File: src/rtl/worm_sequencer.sv
// worm_sequencer: sequences the 6-position worm LED display.
//   Timed advances every STEP_DIV clocks while in RUN, manual single steps
//   in IDLE, and branch offsets accepted over a req/ack handshake that add
//   to the next advance. Position wraps modulo NPOS.
// Ports:
//   clkin        system clock, rising edge
//   reset        asynchronous active-high reset
//   run_en       level, 1 = free-running timed advance
//   step_req     single-cycle manual advance, honoured only in IDLE
//   branch_req   level, branch offset request held until acked
//   branch_off   sign-extended immediate, bits [2:0] used
//   branch_ack   one-cycle acceptance pulse
//   busy         accepted offset pending
//   pos          current position 0..5
//   wrap_pulse   one-cycle pulse when an advance wraps past the last position
//   display_worm one-hot worm, pos 0 = 6'b100000
module worm_sequencer #(
  parameter int unsigned STEP_DIV = 5000000,
  parameter int unsigned DIV_W    = 23,
  parameter int unsigned NPOS     = 6
) (
  input  logic       clkin,
  input  logic       reset,
  input  logic       run_en,
  input  logic       step_req,
  input  logic       branch_req,
  input  logic [7:0] branch_off,
  output logic       branch_ack,
  output logic       busy,
  output logic [2:0] pos,
  output logic       wrap_pulse,
  output logic [5:0] display_worm
);

  typedef enum logic {
    IDLE,
    RUN
  } state_t;

  state_t           state, state_nx;
  logic [DIV_W-1:0] div, div_nx;
  logic             tick;
  logic             advance;
  logic             accept;
  logic             armed;
  logic             pending;
  logic [2:0]       off;
  logic [2:0]       off_in;
  logic [3:0]       sum;
  logic             wrap_now;
  logic [2:0]       pos_nx;

  // Upper immediate bits only carry the sign extension.
  logic unused_off_bits;
  assign unused_off_bits = ^branch_off[7:3];

  assign tick    = (state == RUN) && (div == DIV_W'(STEP_DIV - 1));
  assign advance = tick || ((state == IDLE) && step_req);

  // armed drops on acceptance and returns once branch_req has been seen low,
  // so a request still held after its ack cannot be accepted a second time.
  assign accept  = branch_req && !pending && armed;

  assign off_in  = (branch_off[2:0] >= 3'(NPOS)) ? 3'(branch_off[2:0] - 3'(NPOS))
                                                  : branch_off[2:0];

  // Uses only the offset pending before this cycle; a same-cycle acceptance
  // lands in off and applies to the following advance.
  assign sum      = {1'b0, pos} + 4'd1 + (pending ? {1'b0, off} : 4'd0);
  assign wrap_now = (sum >= 4'(NPOS));
  assign pos_nx   = wrap_now ? 3'(sum - 4'(NPOS)) : sum[2:0];

  assign busy         = pending;
  assign display_worm = 6'b100000 >> pos;

  always_comb begin
    state_nx = state;
    div_nx   = '0;
    case (state)
      IDLE: begin
        if (run_en) state_nx = RUN;
      end
      RUN: begin
        if (!run_en)   state_nx = IDLE;
        else if (tick) div_nx   = '0;
        else           div_nx   = div + DIV_W'(1);
      end
      default: state_nx = IDLE;
    endcase
  end

  always_ff @(posedge clkin or posedge reset) begin
    if (reset) begin
      state      <= IDLE;
      div        <= '0;
      pos        <= '0;
      pending    <= 1'b0;
      off        <= '0;
      armed      <= 1'b1;
      branch_ack <= 1'b0;
      wrap_pulse <= 1'b0;
    end else begin
      state      <= state_nx;
      div        <= div_nx;
      branch_ack <= accept;
      wrap_pulse <= advance && wrap_now;
      if (advance) pos <= pos_nx;
      if (accept) begin
        pending <= 1'b1;
        off     <= off_in;
      end else if (advance) begin
        pending <= 1'b0;
      end
      if (accept)           armed <= 1'b0;
      else if (!branch_req) armed <= 1'b1;
    end
  end

endmodule

File: config.mk
export PLATFORM = sky130hd
export DESIGN_NAME = worm_sequencer
export DESIGN_NICKNAME = d
export VERILOG_FILES = /design/src/rtl/worm_sequencer.sv
export SDC_FILE = /design/constraint.sdc
export NUM_CORES = 1
export LEC_CHECK = 0
export BUFFER_PORTS_ARGS = -buffer_cell sky130_fd_sc_hd__buf_2
export CAP_MARGIN = 20
export CORE_ASPECT_RATIO = 1.75
export CORE_MARGIN = 4
export CORE_UTILIZATION = 45
export DETAILED_ROUTE_END_ITERATION = 8
export GPL_ROUTABILITY_DRIVEN = 0
export MAX_ROUTING_LAYER = met4
export REMOVE_ABC_BUFFERS = 1
export SETUP_SLACK_MARGIN = 0.4
export SLEW_MARGIN = 40
export SYNTH_ARGS = -nofsm -noshare
export SYNTH_HDL_FRONTEND = slang
export SYNTH_SLANG_ARGS = --single-unit
File: constraint.sdc
create_clock -name clkin -period 2.8 [get_ports clkin]
set_clock_uncertainty 0.2 [all_clocks]
set_input_delay 0.28 -clock clkin [delete_from_list [all_inputs] [get_ports clkin]]
set_output_delay 0.28 -clock clkin [all_outputs]
set_load 0.01 [all_outputs]
Yosys cells after proc, flatten, opt, wreduce, memory -nomap -nowiden
Index checks and enable logic that the tools add are counted.
- register bits: 34
- bits of input ports: 13
- output and inout bits: 12
- word-level logic and storage cells: 38
- add/sub/neg operators: 5
- magnitude comparators: 2
- equality and inequality tests: 2
- shifts and indexed selects: 1
- muxes and demuxes: 11
- bitwise operators: 1
- reduce and logical (&&, ||, !) cells: 8
- operators with widths (cell ; number):
    23-bit two-way mux ; 3
    23-bit by 1-bit adder with 23-bit output (second input constant) ; 1
    23-bit == test (second input constant) ; 1
    3-bit two-way mux ; 3
    6-bit by 3-bit >> shifter with 6-bit output (first input constant) ; 1
    3-bit subtractor (second input constant) ; 2
    1-bit logical AND ; 5
    1-bit two-way mux ; 5
    3-bit by 1-bit adder with 4-bit output (second input constant) ; 1
    4-bit by 3-bit adder with 4-bit output ; 1
    4-bit by 3-bit greater-or-equal comparator with 1-bit output (second input constant) ; 1
    3-bit greater-or-equal comparator (second input constant) ; 1
    2-bit by 1-bit inequality test with 1-bit output (second input constant) ; 1
    2-bit nonzero test ; 1
    1-bit logical NOT ; 1
    1-bit logical OR ; 1
    1-bit NOT ; 1

Logic depth before layout (Yosys ltp)
- depth in word-level cells: 5
- mapped depth: 7

Least setup slack after synthesis
OpenSTA, ideal clock, no wires.
- path type: reg-to-reg
- start: register pos[0]
- end: register pos[1]
- library setup time: 0.082 ns
- arrival time: 1.882 ns
- data required time: 2.518 ns
- setup slack: 0.637 ns
- stages on the path, launching flop included: 6
- cell sequence: dfrtp_1 -> inv_1 -> ha_1 -> fa_1 -> or4_1 -> a31oi_1
- word-level cells in the longest chain between the ends: 4
- ends and longest elaborated chain (item ; line ; source):
    start, declared ; 30 ; output logic [2:0] pos,
    start signal, assigned ; 107 ; if (advance) pos <= pos_nx;
    3-bit by 1-bit adder with 4-bit output * ; 69 ; assign sum = {1'b0, pos} + 4'd1 + (pending ? {1'b0, off} : 4'd0);
    4-bit by 3-bit adder with 4-bit output * ; 69 ;
    4-bit by 3-bit greater-or-equal comparator with 1-bit output / 3-bit subtractor (equally long branches) ; 70, 71 ;
    3-bit two-way mux * ; 71 ; assign pos_nx = wrap_now ? 3'(sum - 4'(NPOS)) : sum[2:0];
Every way passes the cells marked *; elsewhere a longest branch is shown, timed or not.
A chain may end at the register's enable or synchronous reset.

Worst setup path after layout
Ends and elaborated chain as after synthesis.

==> run summary <==
Across the VDD grid, the largest voltage drop is 0.0004004 V. Derived from the worst setup path, the maximum achievable clock frequency is 0.4530 GHz. For met1 alone, demand over resource in global routing was 17.52%. The most crowded layer after global routing was met2. The first global-routing pass estimated 6982 um of wire. The tool flagged a number of max-cap violations equal to 0.

At the end of the flow, the number of nets in the layout was 228. In this run the static leakage power is 0.9004 nW. The run gives 17.64% as the aggregate global-route resource usage. In this run the worst hold path is classified as in2reg. The logs give 43 for the iteration-0 DRC count of the detailed router and 0 for the final-report hold violation count.

The number of placed instances, taps included, is 248. The fraction of final layout cells with drive strength greater than 1 is 17.06%, and the buffer levels on the longest clock path is 2. After layout, the worst path uses 78.84% of the clock period.

The synthesized design contains 34 register bits. 0 antenna diodes ended up in the layout. The die extent in x was 55.90 um. After routing the design area is 2085 sq um. CTS placed an instance of clkbuf_8 at the clock tree root. The final critical delay including setup and external delays is 2.207 ns. The residual antenna-violating net count after detailed routing came out at 0. Each instance of the synthesized netlist takes up on average 9.766 sq um. STA puts the critical path data arrival time at 2.22 ns. For the setup slack of the critical path after layout, the log shows 0.5926 ns. Number of buffers inserted by hold repair at cts: 3.

The clock slew at the register clock pins of the worst setup and hold paths was 0.07 ns; the count of input and output buffers was 19. The floorplan has 30 rows. In the final routed layout, each cell accounts on average for 15.35 um. The number of placed I/O pins was 25.

The number of gates resized after CTS was 0. For the worst setup path, the data required time is 2.81 ns. For this run the aggregate overflow at the end of global routing stands at 0.

The synthesized design spends more area on one cell type than any other, namely dfrtp_1. The run gives 41 as the count of cell types in the netlist. STA classifies the critical path endpoint as a flip-flop. STA classifies the critical path startpoint as a flip-flop. Sorting the synthesized cells by area gives the leading types as dfrtp_1 46%, xor2_1 3.9%, nand2_1 3.5%. The clock net in this run drives a total of 34 sinks. Counting the buffers created by CTS gives 5.

Power spread over the standard cell area amounts to 714.5 nW/um^2. Along the worst path, the maximum fanout reaches 5. For this block, the via count after detailed routing is 1487. The H-tree was split into 2 levels. Detailed-route wire length: 3976 um. The setup TNS was 0 ns.

TritonCTS built the clock tree. The number of antenna violations at the first check in global routing was 0. For the number of fillers in the final layout, the log shows 370.

The sequential fraction of the synthesis area is 47.16%. The number of warnings printed during yosys synthesis came out at 0. The count of final setup violators is 0, and the clock latency on the worst-skew pair is 0.28 ns. Compared with the post-synthesis result, the final layout area differs by 15.37%.

For the gate count after technology mapping, the log shows 185. Setup repair after global routing left no endpoint under its margin. For the routing usage on met2, the log shows 31.13%. Residual DRC count: 0. The critical path is of the reg2reg type. OpenSTA, run right after detailed placement, puts the worst setup slack at 0.5979 ns. The run gives 35 as the largest net degree at the start of global routing. The via count of the first global-routing pass was 1536; the cell area after synthesis was 1807 sq um.

In this run the cell area measured after placement is 1944 sq um. The tools report the initial core utilization as 46.73%. The run finished with clean final reports. Global routing used 3.521% of the available met3 tracks. The length of the first detailed-routing pass in iterations is 4. In this run the post-CTS setup repair buffer count came out at 0. The region available for standard cell placement spans 3866 sq um. Summed over its instances, the top area cell type makes up 45.71% of the synthesized netlist area. The die covers 5133 sq um. At the pin with the least slew margin, the transition time is 0.4319 ns. The die span in y was 91.82 um. Excluding fillers, the count of instances in the completed layout stands at 259.

The run gives 0 as the number of max-slew violations in the final report. The average vias per placed instance was 5.741; the total half-perimeter wirelength after legalization and detailed placement was 2954 um. In this run the tightest slew margin relative to its limit is 71.21%.
[cell type report]
class,count,area (sq um),share of cell area (%)
multi-input cells,137,892.1,42.80
inverters,8,30.03,1.441
flip-flops and latches,34,852.1,40.88
well taps,48,60.06,2.881
repair buffers,24,140.1,6.723
clock buffers,8,110.1,5.282
[synth_stat cells]
cell      number
or3_1          1
mux2_2         1
buf_6          1
nor2_1        16
dfrtp_1       33
and4_2         1
a31oi_1        2
nor4bb_1       2
and2_1         3
mux2i_1        1
nand3_4        1
o21ai_0        6
ha_1           4
nand4_1        5
buf_1          1
buf_2          2
or3_4          1
or4_2          1
and3_1         4
nand2b_1       2
fa_1           1
a21oi_1        9
dfstp_2        1
xnor2_1        5
inv_1          8
or4_1          8
a21o_1         2
clkbuf_1       2
nand3_1        9
o31ai_1        8
xor2_1         8
and4_1         2
nor2b_1        3
nand4_2        1
a211oi_1       2
o21a_1         1
nor4b_1        2
nor3_1         6
nor4_1         1
nand2_1       17
o31a_1         1
[flip-flops by register name, summed over array words and instances, names as in the netlist]
signal	cells
branch_ack	1
div	23
pos	3
busy	1
armed	1
wrap_pulse	1
state	1
off	3
[worst max-delay path, stage by stage (launching register included)]
cell and delay, ns:
dfrtp_1 0.39, inv_1 0.11, ha_1 0.24, fa_1 0.52, or4_1 0.52, a31oi_1 0.16
[stage by stage]
step / hold slack [ns] / power [mW] / util [%]
detailed placement: 0.2018 / 1.083 / 50.29
global placement: 0.1893 / 1.050 / 50.29
floorplan: 0.1114 / 0.9245 / -
CTS: 0.03218 / 1.509 / 53.92
global route: 0.02035 / 1.595 / 53.92
finish: 0.03555 / 1.489 / 53.92
[cell families (layout without fill, tap and decap cells)]
| family | count (synthesis) | after routing | share of synthesized area [%] |
|---|---|---|---|
| fa+ha+maj | 5 | 5 | 3.878 |
| flops | 34 | 34 | 47.16 |
| compound gates | 31 | 31 | 10.73 |
| simple gates | 86 | 86 | 27.29 |
| xor+xnor | 13 | 13 | 6.302 |
| buf+inv | 14 | 40 | 3.463 |
| mux | 2 | 2 | 1.177 |
[placed cells by master, fill, tap and decap left out, types with 3 or more instances in the layout]
cell type / Yosys / final
dfrtp_1: 33 / 33
buf_2: 2 / 19
nand2_1: 17 / 17
nor2_1: 16 / 16
nand3_1: 9 / 9
a21oi_1: 9 / 9
or4_1: 8 / 8
inv_1: 8 / 8
o31ai_1: 8 / 8
xor2_1: 8 / 8
clkbuf_8: 0 / 8
o21ai_0: 6 / 6
nor3_1: 6 / 6
nand4_1: 5 / 5
xnor2_1: 5 / 5
and3_1: 4 / 4
ha_1: 4 / 4
nor2b_1: 3 / 3
and2_1: 3 / 3
dlygate4sd3_1: 0 / 3
[layer usage]
layer	wire length [um]	vias up
li1	-	714
met1	1514	724
met2	2181	36
met3	144	13
met4	136	0
met5	0	-
[final timing paths]
check	slack (ns)	to	from	cells past startpoint
setup reg to reg	0.59	pos[1]	pos[0]	5
setup / recovery	0.59	pos[1]	pos[0]	5
max in group asynchronous	1.64	armed	reset	4
hold reg to reg	0.28	armed	armed	2
hold / removal	0.04	off[0]	branch_off[0]	2
min in group asynchronous	0.44	branch_ack	reset	4
[report_power, final]
| group | switching (mW) | internal, mW |
|---|---|---|
| Combinational | 0.257 | 0.201 |
| Sequential | 0.0600 | 0.553 |
| Clock | 0.170 | 0.248 |
| Total | 0.487 | 1.00 |
(Power assumes the default switching activity.)
